`config.mk`:
```
export PLATFORM = sky130hd
export DESIGN_NAME = rr_mux_arbiter
export DESIGN_NICKNAME = d
export VERILOG_FILES = /design/src/rtl/comb_ctrl_pkg.sv /design/src/rtl/rr_priority_encoder.sv /design/src/rtl/rr_mux_arbiter.sv
export SDC_FILE = /design/constraint.sdc
export NUM_CORES = 1
export LEC_CHECK = 0
export ABC_AREA = 1
export CORE_ASPECT_RATIO = 0.6
export CORE_MARGIN = 3
export CORE_UTILIZATION = 25
export DETAILED_ROUTE_END_ITERATION = 8
export PLACE_DENSITY = 0.53
export SYNTH_ARGS = -nofsm -noshare
export SYNTH_HDL_FRONTEND = slang
export SYNTH_SLANG_ARGS = --single-unit
```
`constraint.sdc`:
```
create_clock -name clk -period 6.1 [get_ports clk]
set_input_delay 1.22 -clock clk [delete_from_list [all_inputs] [get_ports clk]]
set_output_delay 1.22 -clock clk [all_outputs]
set_load 0.05 [all_outputs]
```
`src/rtl/comb_ctrl_pkg.sv`:
```
// Shared types and helpers for the round-robin word-mux arbiter.
package comb_ctrl_pkg;

  localparam int unsigned NUM_REQ_DEF = 4;
  localparam int unsigned DATA_W_DEF  = 32;
  localparam int unsigned SEL_W_DEF   = $clog2(NUM_REQ_DEF);

  typedef enum logic {UNLOCKED, LOCKED} arb_state_e;

  typedef struct packed {
    logic                 found;
    logic [SEL_W_DEF-1:0] idx;
  } pick_t;

  // Reference round-robin pick at the default requester count.
  function automatic pick_t rr_pick(input logic [NUM_REQ_DEF-1:0] valid,
                                    input logic [SEL_W_DEF-1:0]   ptr);
    pick_t                p;
    logic [SEL_W_DEF-1:0] c;
    p = '0;
    for (int unsigned i = 0; i < NUM_REQ_DEF; i++) begin
      c = ptr + SEL_W_DEF'(i);
      if (!p.found && valid[c]) begin
        p.found = 1'b1;
        p.idx   = c;
      end
    end
    return p;
  endfunction

endpackage

```
`src/rtl/rr_priority_encoder.sv`:
```
// Rotating priority encoder: first set request at or after ptr, wrapping.
module rr_priority_encoder #(
  parameter  int unsigned NUM_REQ = 4,
  localparam int unsigned SEL_W   = $clog2(NUM_REQ)
) (
  input  logic [NUM_REQ-1:0] req,
  input  logic [SEL_W-1:0]   ptr,
  output logic [SEL_W-1:0]   idx,
  output logic               found
);

  logic [2*NUM_REQ-1:0] dbl;
  logic [NUM_REQ-1:0]   rot;
  logic [SEL_W-1:0]     off;

  assign dbl = {req, req};
  assign rot = dbl[{1'b0, ptr} +: NUM_REQ];

  always_comb begin
    off = '0;
    for (int unsigned i = NUM_REQ; i > 0; i--) begin
      if (rot[i-1]) off = SEL_W'(i - 1);
    end
  end

  assign found = |rot;
  assign idx   = ptr + off;

endmodule

```
`src/rtl/rr_mux_arbiter.sv`:
```
// Round-robin arbiter with burst lock sharing one word mux and a registered output stage.
module rr_mux_arbiter import comb_ctrl_pkg::*; #(
  parameter  int unsigned NUM_REQ  = NUM_REQ_DEF,
  parameter  int unsigned DATA_W   = DATA_W_DEF,
  parameter  int unsigned LOCK_MAX = 8,
  localparam int unsigned SEL_W    = $clog2(NUM_REQ)
) (
  input  logic                      clk,
  input  logic                      rst,
  input  logic [NUM_REQ-1:0]        req_valid,
  input  logic [NUM_REQ*DATA_W-1:0] req_data,
  input  logic [NUM_REQ-1:0]        req_lock,
  output logic [NUM_REQ-1:0]        req_ready,
  output logic [SEL_W-1:0]          grant_sel,
  output logic                      out_valid,
  output logic [DATA_W-1:0]         out_data,
  output logic [SEL_W-1:0]          out_src,
  input  logic                      out_ready
);

  localparam int unsigned CNT_W = $clog2(LOCK_MAX + 1);

  arb_state_e         state;
  logic [SEL_W-1:0]   ptr;
  logic [SEL_W-1:0]   owner;
  logic [CNT_W-1:0]   lock_cnt;
  logic [SEL_W-1:0]   pe_idx;
  logic               pe_found;
  logic [SEL_W-1:0]   winner;
  logic               have;
  logic               can_acc;
  logic               accept;
  logic               last_beat;
  logic [DATA_W-1:0]  words [NUM_REQ];
  logic [DATA_W-1:0]  word;

  rr_priority_encoder #(.NUM_REQ(NUM_REQ)) u_pe (
    .req   (req_valid),
    .ptr   (ptr),
    .idx   (pe_idx),
    .found (pe_found)
  );

  assign can_acc   = !out_valid || out_ready;
  assign last_beat = (({1'b0, lock_cnt} + 1'b1) == (CNT_W + 1)'(LOCK_MAX));

  // While locked only the owner may win; idle owner cycles stall everyone.
  always_comb begin
    if (state == LOCKED) begin
      winner = owner;
      have   = req_valid[owner];
    end else begin
      winner = pe_idx;
      have   = pe_found;
    end
    accept    = have && can_acc && !rst;
    req_ready = '0;
    if (accept) req_ready[winner] = 1'b1;
  end

  assign grant_sel = winner;

  always_comb begin
    for (int unsigned i = 0; i < NUM_REQ; i++) begin
      words[i] = req_data[i*DATA_W +: DATA_W];
    end
    word = words[winner];
  end

  always_ff @(posedge clk) begin
    if (rst) begin
      out_valid <= 1'b0;
      out_data  <= '0;
      out_src   <= '0;
      ptr       <= '0;
      owner     <= '0;
      lock_cnt  <= '0;
      state     <= UNLOCKED;
    end else if (accept) begin
      out_valid <= 1'b1;
      out_data  <= word;
      out_src   <= winner;
      ptr       <= winner + 1'b1;
      case (state)
        UNLOCKED: begin
          if (req_lock[winner] && (LOCK_MAX > 1)) begin
            state    <= LOCKED;
            owner    <= winner;
            lock_cnt <= CNT_W'(1);
          end
        end
        LOCKED: begin
          if (!req_lock[owner] || last_beat) begin
            state    <= UNLOCKED;
            lock_cnt <= '0;
          end else begin
            lock_cnt <= lock_cnt + 1'b1;
          end
        end
        default: state <= UNLOCKED;
      endcase
    end else if (out_ready) begin
      out_valid <= 1'b0;
    end
  end

endmodule

```
== Word level (Yosys, flattened, before mapping) ==
Index checks and enable logic that the tools add are counted.

* Register bits: 44
* Bits in latches: 0
* Memory bits (writable): 0
* Bits in read-only memories: 0
* Input bits: 139
* Output and inout bits: 41
* Word-level logic and storage cells: 58
* Memories: 0

* $add $sub $neg: 4
* Multiply operators: 0
* Div/mod/pow operators: 0
* $lt $le $gt $ge: 4
* Eq/ne operators: 2
* Shift operators: 1
* Mux-type cells: 26
* Bitwise operators: 2
* Reductions and logical operators: 12

{| class="wikitable"
|+ Operators with widths
! cell !! number
|-
| $bmux 32 s2 || 1
|-
| $mux 32 || 2
|-
| $mux 4 || 3
|-
| $mux 2 || 5
|-
| $mux 1 || 9
|-
| $pmux 4 s2 || 1
|-
| $shiftx 8x3->4 || 1
|-
| $bmux 1 s2 || 3
|-
| $lt 2x3->1 const B || 2
|-
| $add 4x1->5 const B || 1
|-
| $eq 5x4->1 const B || 1
|-
| $add 4x1->4 const B || 1
|-
| $reduce_or 4->1 || 1
|-
| $ge 3x3->1 const B || 1
|-
| $logic_and 1x1->1 || 3
|-
| $logic_not 1->1 || 3
|-
| $not 2->3 || 1
|-
| $reduce_and 3->1 || 1
|-
| $add 2x1->2 const B || 1
|-
| $add 2x2->2 || 1
|-
| $demux 1 s2 || 1
|-
| $ge 2x1->1 const B || 1
|-
| $logic_or 1x1->1 || 2
|-
| $ne 2x2->1 const B || 1
|-
| other kinds (4) || 4
|}

== Depth between registers and ports, before layout ==
Gate-level depths: netlist (run 1).

* Word-level depth: 12
* Mapped depth: 18
* Gate-level depth less buffers: 18

== Modules after synthesis ==
From an unflattened synthesis (run 1), not the netlist that was laid out.

* Cells, all modules: 489
* Area, all modules: 3042.9 um^2

{| class="wikitable"
|+ By module, submodules not included
! module !! instances !! cells an instance !! area an instance (um^2)
|-
| rr_mux_arbiter || 1 || 454 || 2880.3
|-
| rr_priority_encoder || 1 || 35 || 162.7
|}

== Worst setup path after synthesis (run 1) ==
OpenSTA, ideal clock, no wires.

* Kind: input port to output port
* From: input req_valid[1]
* To: output req_ready[0]
* Arrival time: 3657 ps
* Required time: 4880 ps
* Setup slack: 1223 ps
* Stages on the path: 11
* Buffers on the path: 2
* Cells stage by stage: nand2_1 -> nand3_1 -> nand2_1 -> nand3_1 -> a21boi_0 -> ha_1 -> nand2_1 -> nand2_2 -> buf_4 -> buf_2 -> nor3_1

* Cells in the longest elaborated chain, start to end: 12
* Elaborated cells between the ends (all ways): 19

{| class="wikitable"
|+ RTL lines
! element !! RTL line !! source
|-
| start: declaration || rr_mux_arbiter.sv:10 || <nowiki>input logic [NUM_REQ-1:0] req_valid,</nowiki>
|-
| $shiftx 8x3->4 * || rr_priority_encoder.sv:17 || <nowiki>assign rot = dbl[{1'b0, ptr} +: NUM_REQ];</nowiki>
|-
| $mux 2 (3 in series) || rr_priority_encoder.sv:22 || <nowiki>if (rot[i-1]) off = SEL_W'(i - 1);</nowiki>
|-
| $mux 2 * || rr_priority_encoder.sv:22 ||
|-
| $add 2x2->2 * || rr_priority_encoder.sv:27 || <nowiki>assign idx = ptr + off;</nowiki>
|-
| $mux 2 * || rr_mux_arbiter.sv:49 || <nowiki>if (state == LOCKED) begin</nowiki>
|-
| net grant_sel[0] || rr_mux_arbiter.sv:14 || <nowiki>output logic [SEL_W-1:0] grant_sel,</nowiki>
|-
| $lt 2x3->1 (not written as such) / $ge 2x1->1 (equally long branches) || rr_mux_arbiter.sv:58 || <nowiki>if (accept) req_ready[winner] = 1'b1;</nowiki>
|-
| $logic_and 1x1->1 (not written as such) || rr_mux_arbiter.sv:58 ||
|-
| $mux 1 (not written as such) || rr_mux_arbiter.sv:58 ||
|-
| $demux 1 s2 * || rr_mux_arbiter.sv:58 ||
|-
| $mux 4 * || rr_mux_arbiter.sv:58 ||
|-
| end: declaration || rr_mux_arbiter.sv:13 || <nowiki>output logic [NUM_REQ-1:0] req_ready,</nowiki>
|}

Mark *: on every way through the listed nets, which the timed path passes. The rest lies on a longest branch. The select of a mux whose other input is x is not followed.

== Worst setup path in the final report (run 1) ==
* From: input req_valid[1]
* To: output grant_sel[1]

* Cells in the longest elaborated chain, start to end: 7

{| class="wikitable"
|+ RTL lines
! element !! RTL line
|-
| $shiftx 8x3->4 * || rr_priority_encoder.sv:17
|-
| $mux 2 (3 in series) || rr_priority_encoder.sv:22
|-
| $mux 2 * || rr_priority_encoder.sv:22
|-
| $add 2x2->2 * || rr_priority_encoder.sv:27
|-
| $mux 2 * || rr_mux_arbiter.sv:49
|-
| end: declaration || rr_mux_arbiter.sv:14
|}

Mark *: on every way between the ends. The rest lies on a longest branch, timed or not.

==> key figures, run 1 <==
STA
  • Final clock skew: 0.00299 ns
  • Final worst slack: 0.690 ns
  • Final setup vio count: 0
  • Slew Limit Fails: 0
  • Fin crit share: 88.7%
  • RSZ-0062 raised after global routing: no
  • Worst slew margin: 48.7%
  • Slew at the pin closest to its max-slew limit: approximately 0.77 ns
  • Final number of hold-violating endpoints: 0
  • Max Clock Freq: between 150 and 200 MHz
  • Final period demand of the worst path: 5.41 ns
  • Post-Route Setup TNS: 0 ns

Synthesis
  • Sequential area share after synthesis: 28.0%
  • Cells after synthesis: 537
  • Yosys warnings: 0
  • #FFs+latches synth: 44
  • Syn Nets: 678
  • Synthesized area per cell: 5.86 um^2
  • Netlist Area Pre-Place: 3150 um^2
  • Distinct cells, synth: 29

CTS
  • Cts hold-fix bufs: 0
  • H-tree Lvls: 2
  • Root Driver: clkbuf_16
  • # clock sinks: 44
  • Postcts setup bufs: 0
  • CTS Buf Count: 5
  • Longest Clk Path Bufs: 2
  • # resized after CTS: 0
  • TritonCTS clock tree: yes
  • Clock transition at path regs: 0.06 ns
  • Clock insertion delay at the later pin of the skew report: 0.28 ns

Placed design
  • IO Port Bufs: 179
  • Detailed placer's ending HPWL: 9190 um
  • RePlAce Congestion: about 0.91
  • Setup Slack @ Placement: between 0.7 and 0.8 ns

Setup path
  • Worst Path Max Fanout: 22
  • Setup CP Type: input pin to output pin
  • CP endpoint kind: output pin
  • CP Data Required Time: 4.88 ns
  • Arrival @ worst endpoint: 4.19 ns
  • Critical path startpoint category: input pin

Pwr
  • Worst VDD drop: 0.000283 V
  • Lkg Pwr: 0.00233 uW
  • Pwr Density: approximately 610 nW/um^2

GRT
  • Grt ovf: 0
  • Vias in the first global route: 3733
  • GRT Util Overall: 16.9%
  • Largest net degree at the start of global routing: 65
  • Initial antenna violation count: 0
  • Global-route wire length before repair: 18900 um

Job
  • Maxcap violations: 0

Detailed routing
  • DR pass1 iterations: 7
  • Vias per cell: ~4.5
  • DR iter-0 viols: 177
  • Routed wire length: 12000 um
  • Residual DRC: 0
  • ANT nets after route: 0
  • Vias: about 3.9k
  • DR WL/cell: 13.9 um

Die
  • Row count: 31
  • Die H: around 93 um
  • I/O Pins: 180
  • Core region area: 12200 um^2
  • Initial Util: approximately a quarter
  • Die area: 14000 um^2
  • Die Width: 151 um

Final layout
  • Sequential cell area: 881 um^2
  • Multi-input gate area in the final layout: 1910 um^2
  • Post-layout nets: 837
  • # diodes: 0
  • P&R area growth vs syn: 64.5%
  • Fillers: 1254
  • Layout cell share with drive strength beyond 1: 6.46%

Status
  • Outcome: finished, final reports clean

Hold path
  • Min-delay worst type: flip-flop to flip-flop
-- kinds of logic after synthesis --
logic type | count (synthesis) | share of synthesized area [%]
compound gates | 69 | 13.0
xor+xnor | 2 | 0.557
fa+ha+maj | 2 | 0.795
buf+inv | 73 | 11.4
flops | 44 | 28.0
simple gates | 347 | 46.3
-- cell usage after synthesis (all sizes together) --
master	count	share of area (%)
a21boi	1	0.24
a21oi	24	3.8
a31oi	1	0.20
buf	29	6.1
clkbuf	6	0.72
dfxtp	44	28
ha	2	0.80
inv	38	4.5
nand2	231	29
nand3	66	11
nand3b	1	0.24
nand4	2	0.40
nor2	44	5.3
nor3	3	0.48
o211ai	20	4.9
o21ai	21	3.3
o21bai	1	0.24
o22ai	1	0.20
xor2	2	0.56
-- critical path, stage by stage --
cell             delay (ns)
clkdlybuf4s50_1        0.45
nand2_1                0.10
nand3_1                0.08
nand2_1                0.13
nand3_1                0.09
a21boi_0               0.21
ha_1                   0.20
xor2_1                 0.18
inv_1                  0.06
nand2_1                0.07
nand3_2                0.08
nand2_2                0.40
clkdlybuf4s50_1        0.90
-- layout by cell type (no fill, tap or decap), types with 2 or more instances in the layout --
cell             synthesis  layout
a21oi_1                 24      24
buf_12                   1       4
buf_4                    4       8
clkbuf_1                 6       2
clkbuf_16                0       5
clkdlybuf4s50_1          0     175
dfxtp_1                 44      44
ha_1                     2       2
inv_1                   31      31
inv_2                    7       7
nand2_1                218     218
nand2_2                 13      13
nand3_1                 61      61
nand3_2                  5       5
nand4_1                  2       2
nor2_1                  43      43
nor3_1                   3       3
o211ai_1                19      19
o21ai_0                 20      20
xor2_1                   2       2
-- metal layers --
metal	vias up	GRT usage, %	part of all wire [%]
met5	-	0	0
met1	1708	24.1	49
met4	0	2.87	0.58
met2	120	24.7	43
li1	2032	-	-
met3	7	6.06	7.9
-- flip-flops by register name (all words and copies together), names as in the netlist --
register / count
lock_cnt: 4
out_src: 2
state: 1
owner: 2
out_valid: 1
ptr: 2
out_data: 32
-- layout make-up --
type	instances	area share (%)
multi-input cells	420	36.9
repair buffers	187	36.5
flip-flops and latches	44	17.0
well taps	165	3.99
clock buffers	8	2.83
inverters	38	2.76
-- path summary, 6_finish.rpt --
path,from,to,slack [ns],cells past startpoint
setup reg to reg,ptr[0]$_SDFFE_PP0P_,out_data[30]$_SDFFE_PP0P_,2.96,16
setup / recovery,req_valid[1],grant_sel[1],0.69,13
hold reg to reg,out_data[24]$_SDFFE_PP0P_,out_data[24]$_SDFFE_PP0P_,0.46,2
hold / removal,out_data[24]$_SDFFE_PP0P_,out_data[24]$_SDFFE_PP0P_,0.46,2
-- through the flow --
stage / cell area (um^2) / hold slack [ns] / power, uW / utilization, % / instances
floorplan: 3150 / 0.479 / 2280 / - / 537
global placement: 5030 / 0.453 / 2880 / 41.3 / 854
detailed placement: 5030 / 0.455 / 2900 / 41.3 / 854
CTS: 5180 / 0.465 / 3180 / 42.5 / 862
global route: 5180 / 0.482 / 3450 / 42.5 / 862
finish: 5180 / 0.463 / 3140 / 42.5 / 862
-- power by group --
group | switching [uW] | total (uW) | internal (uW)
Combinational | 1610 | 2390 | 778
Clock | 109 | 272 | 163
Sequential | 83.5 | 482 | 398
(Power assumes the default switching activity.)
==> run 2, diff against run 1 <==
--- a/config.mk
+++ b/config.mk
@@ -5,12 +5,11 @@
 export SDC_FILE = /design/constraint.sdc
 export NUM_CORES = 1
 export LEC_CHECK = 0
-export ABC_AREA = 1
 export CORE_ASPECT_RATIO = 0.6
 export CORE_MARGIN = 3
-export CORE_UTILIZATION = 25
+export CORE_UTILIZATION = 50
 export DETAILED_ROUTE_END_ITERATION = 8
-export PLACE_DENSITY = 0.53
+export PLACE_DENSITY = 0.84
 export SYNTH_ARGS = -nofsm -noshare
 export SYNTH_HDL_FRONTEND = slang
 export SYNTH_SLANG_ARGS = --single-unit
==> constraint.sdc (replaced) <==
create_clock -name clk -period 6.1 [get_ports clk]
set_input_delay 1.22 -clock clk [delete_from_list [all_inputs] [get_ports clk]]
set_output_delay 1.22 -clock clk [all_outputs]
set_load 0.1 [all_outputs]
==> run 2 against run 1 <==
Net effect:
- clock skew increased by 0.0045 ns
- sequential cell count unchanged
- global-route usage up 10 points
- sequential share of layout area down 4.2 points
- largest power group unchanged
- area after synthesis grew 58%
- first-iteration DRC count grew to 2.6 times the previous value
- fmax fell by 0.86%
- hold slack improved by 0.010 ns
==> key figures, run 2 <==
Status
  • Outcome: finished, final reports clean (unchanged)

Die
  • Core region area: 9430 um^2 (was 12200 um^2)
  • I/O Pins: 180 (unchanged)
  • Die H: 83.2 um (was 92.9 um)
  • Initial Util: 52.7% (was 25.8%)
  • Die Width: 135 um (was 151 um)
  • Row count: 27 (was 31)
  • Die area: 11200 um^2 (was 14000 um^2)

Pwr
  • Power Total: 3820 uW (was 3140 uW)
  • Int Pwr: 1730 uW (was 1340 uW)
  • Switching power share of the total: 54.8% (was 57.4%)
  • Combinational share of power: 79.6% (was 76.0%)
  • Worst VDD drop: 0.000399 V (was 0.000283 V)
  • Psw: 2090 uW (was 1800 uW)
  • Pwr Density: 554 nW/um^2 (was 607 nW/um^2)
  • Clock share of power: 6.8% (was 8.7%)
  • Flop pwr share: 13.6% (was 15.3%)
  • Lkg Pwr: 0.00267 uW (was 0.00233 uW)

Synthesis
  • EDFF count, synth: 0 (unchanged)
  • Leading cell types by count after synthesis: mux2i_1 (98), dfxtp_1 (44), a21oi_1 (43), nor2_1 (43), nand2_1 (40) (was nand2_1 (218), nand3_1 (61), dfxtp_1 (44), nor2_1 (43), inv_1 (31))
  • Area contributors post-synth: mux2i_1 (20%), dfxtp_1 (18%), mux4_2 (15%) (was dfxtp_1 (28%), nand2_1 (26%), nand3_1 (9.7%))
  • Cells after synthesis: 552 (was 537)
  • Synthesized area per cell: 8.99 um^2 (was 5.86 um^2)
  • Sequential area share after synthesis: 17.7% (was 28.0%)
  • Top-area cell type share of the netlist area: 19.8% (was 28.0%)
  • #FFs+latches synth: 44 (unchanged)
  • Post-synth top area cell: mux2i_1 (was dfxtp_1)
  • Netlist Area Pre-Place: 4960 um^2 (was 3150 um^2)
  • Top_reg_cell synth: dfxtp_1 (unchanged)
  • Share of flip-flops with an asynchronous set or reset: 0% (unchanged)
  • Yosys warnings: 0 (unchanged)
  • Syn Nets: 693 (was 678)
  • Distinct cells, synth: 53 (was 29)
  • Most numerous cell in the Yosys netlist: mux2i_1 (was nand2_1)

Detailed routing
  • DR WL/cell: 19.4 um (was 13.9 um)
  • Vias: 5044 (was 3867)
  • ANT nets after route: 0 (unchanged)
  • Residual DRC: 0 (unchanged)
  • Vias per cell: 6.15 (was 4.49)
  • DR iter-0 viols: 467 (was 177)
  • Routed wire length: 15900 um (was 12000 um)
  • DR pass1 iterations: 4 (was 7)

STA
  • WHS: 0.474 ns (was 0.463 ns)
  • Final setup vio count: 0 (unchanged)
  • Final period demand of the worst path: 5.46 ns (was 5.41 ns)
  • Slew Limit Fails: 0 (unchanged)
  • Fin crit share: 89.5% (was 88.7%)
  • Final number of hold-violating endpoints: 0 (unchanged)
  • Max Clock Freq: 183 MHz (was 185 MHz)
  • Worst slew margin: 23.1% (was 48.7%)
  • Post-Route Setup TNS: 0 ns (unchanged)
  • RSZ-0062 raised after global routing: no (unchanged)
  • Slew at the pin closest to its max-slew limit: 1.15 ns (was 0.767 ns)
  • Final worst slack: 0.643 ns (was 0.690 ns)
  • Final clock skew: 0.00753 ns (was 0.00299 ns)

CTS
  • Postcts setup bufs: 0 (unchanged)
  • H-tree Lvls: 2 (unchanged)
  • # resized after CTS: 0 (unchanged)
  • Clock transition at path regs: 0.06 ns (about the same)
  • Clock insertion delay at the later pin of the skew report: 0.28 ns (about the same)
  • TritonCTS clock tree: yes (unchanged)
  • CTS Buf Count: 5 (unchanged)
  • Longest Clk Path Bufs: 2 (unchanged)
  • Root Driver: clkbuf_16 (unchanged)
  • Cts hold-fix bufs: 0 (unchanged)
  • # clock sinks: 44 (unchanged)

Setup path
  • Worst Path Max Fanout: 8 (was 22)
  • Arrival @ worst endpoint: 4.24 ns (was 4.19 ns)
  • Worst r2r dst: out_data[30]$_SDFFE_PP0P_ (unchanged)
  • Critical path startpoint category: input pin (unchanged)
  • CP endpoint kind: output pin (unchanged)
  • Worst Reg-to-Reg Cells: 9 (was 16)
  • Reg2reg start: ptr[0]$_SDFFE_PP0P_ (unchanged)
  • Internal reg-to-reg setup slack: 2.43 ns (was 2.96 ns)
  • Setup CP Type: input pin to output pin (unchanged)
  • CP Data Required Time: 4.88 ns (about the same)

Final layout
  • Post-layout nets: 831 (was 837)
  • # diodes: 0 (unchanged)
  • Most common cell after layout, fill and taps aside: clkdlybuf4s50_1 (was nand2_1)
  • Layout cell share with drive strength beyond 1: 15.5% (was 6.46%)
  • Biggest register: out_data (unchanged)
  • Most frequent cells in the layout: clkdlybuf4s50_1 (173), mux2i_1 (98), nor2_1 (43), a21oi_1 (43), dfxtp_1 (42) (was nand2_1 (218), clkdlybuf4s50_1 (175), nand3_1 (61))
  • Max reg flops: 32 (unchanged)
  • P&R area growth vs syn: 39.0% (was 64.5%)
  • Biggest regs: out_data x32, lock_cnt x4 (unchanged)

GRT
  • GRT Util Overall: 27.4% (was 16.9%)
  • Largest net degree at the start of global routing: 96 (was 65)
  • Global-route wire length before repair: 25000 um (was 18900 um)
  • Initial antenna violation count: 0 (unchanged)
  • Grt ovf: 0 (unchanged)
  • Vias in the first global route: 4974 (was 3733)

Hold path
  • Min-delay worst type: flip-flop to flip-flop (unchanged)
  • Hold Crit Start: out_src[1]$_SDFFE_PP0P_ (was out_data[24]$_SDFFE_PP0P_)
  • WHS Endpoint: out_src[1]$_SDFFE_PP0P_ (was out_data[24]$_SDFFE_PP0P_)
  • Worst Hold Depth: 2 (unchanged)

Placed design
  • RePlAce Congestion: 0.892 (was 0.913)
  • Setup Slack @ Placement: 0.643 ns (was 0.721 ns)
  • Detailed placer's ending HPWL: 11000 um (was 9190 um)
  • IO Port Bufs: 179 (unchanged)

Job
  • Maxcap violations: 0 (unchanged)
[run 2: worst max-delay path by stage]
| stage | from | endpoint | slack [ns] | cells after the start |
|---|---|---|---|---|
| floorplan | req_valid[2] | req_ready[0] | -0.52 | 8 |
| global placement | req_valid[0] | req_ready[2] | 0.80 | 11 |
| detailed placement | req_valid[0] | req_ready[2] | 0.64 | 11 |
| CTS | req_valid[0] | req_ready[2] | 0.64 | 11 |
| global route | req_valid[0] | req_ready[2] | 0.43 | 11 |
| finish | req_valid[0] | req_ready[2] | 0.64 | 11 |
[run 2: kinds of logic after synthesis]
family          after synthesis  share of synthesized area (%)
compound gates              129                           21.0
mux                         135                           35.7
fa+ha+maj                     2                          0.504
buf+inv                      61                           6.78
simple gates                178                           17.7
flops                        44                           17.7
xor+xnor                      3                          0.529
[run 2: metrics by stage]
step,utilization (%),cells,area (um^2)
after floorplan,-,552,4970
after global placement,71.8,813,6770
after detailed placement,71.8,813,6770
after CTS,73.2,820,6900
after global routing,73.2,820,6900
final,73.2,820,6900
[run 2: power by group through the flow]
| stage | sequential, uW | clock [uW] | combinational, uW |
|---|---|---|---|
| 6_report | 522 | 260 | 3040 |
| 5_1_grt | 537 | 279 | 3210 |
| 4_1_cts | 518 | 266 | 3040 |
| 3_5_place_dp | 523 | 0 | 3030 |
| 3_3_place_gp | 522 | 0 | 2980 |
| 2_1_floorplan | 1090 | 0 | 1870 |
[run 2: area by class of cell]
type,instances,area (um^2)
clock inverters,1,5.00
well taps,130,163
repair buffers,187,1910
fillers,666,2530
clock buffers,6,129
multi-input cells,447,3780
inverters,5,23.8
flip-flops and latches,44,883
[run 2: worst max-delay path, stage by stage]
cell and delay (ns):
clkdlybuf4s50_1 0.62, nor2_1 0.14, a221o_1 0.37, a221o_1 0.37, ha_4 0.18, xnor2_1 0.14
nor3_2 0.36, nor2_4 0.05, a21o_4 0.24, nor3_1 0.31, buf_12 0.22
[run 2: per-layer routing]
metal | part of all wire (%) | global-route usage (%) | routed length, um | vias up
met5 | 0 | 0 | 0 | -
met4 | 1.2 | 5.82 | 187 | 0
met3 | 8.8 | 6.84 | 1400 | 20
met2 | 46 | 44.4 | 7270 | 237
met1 | 44 | 37.0 | 7060 | 2416
li1 | - | - | - | 2371
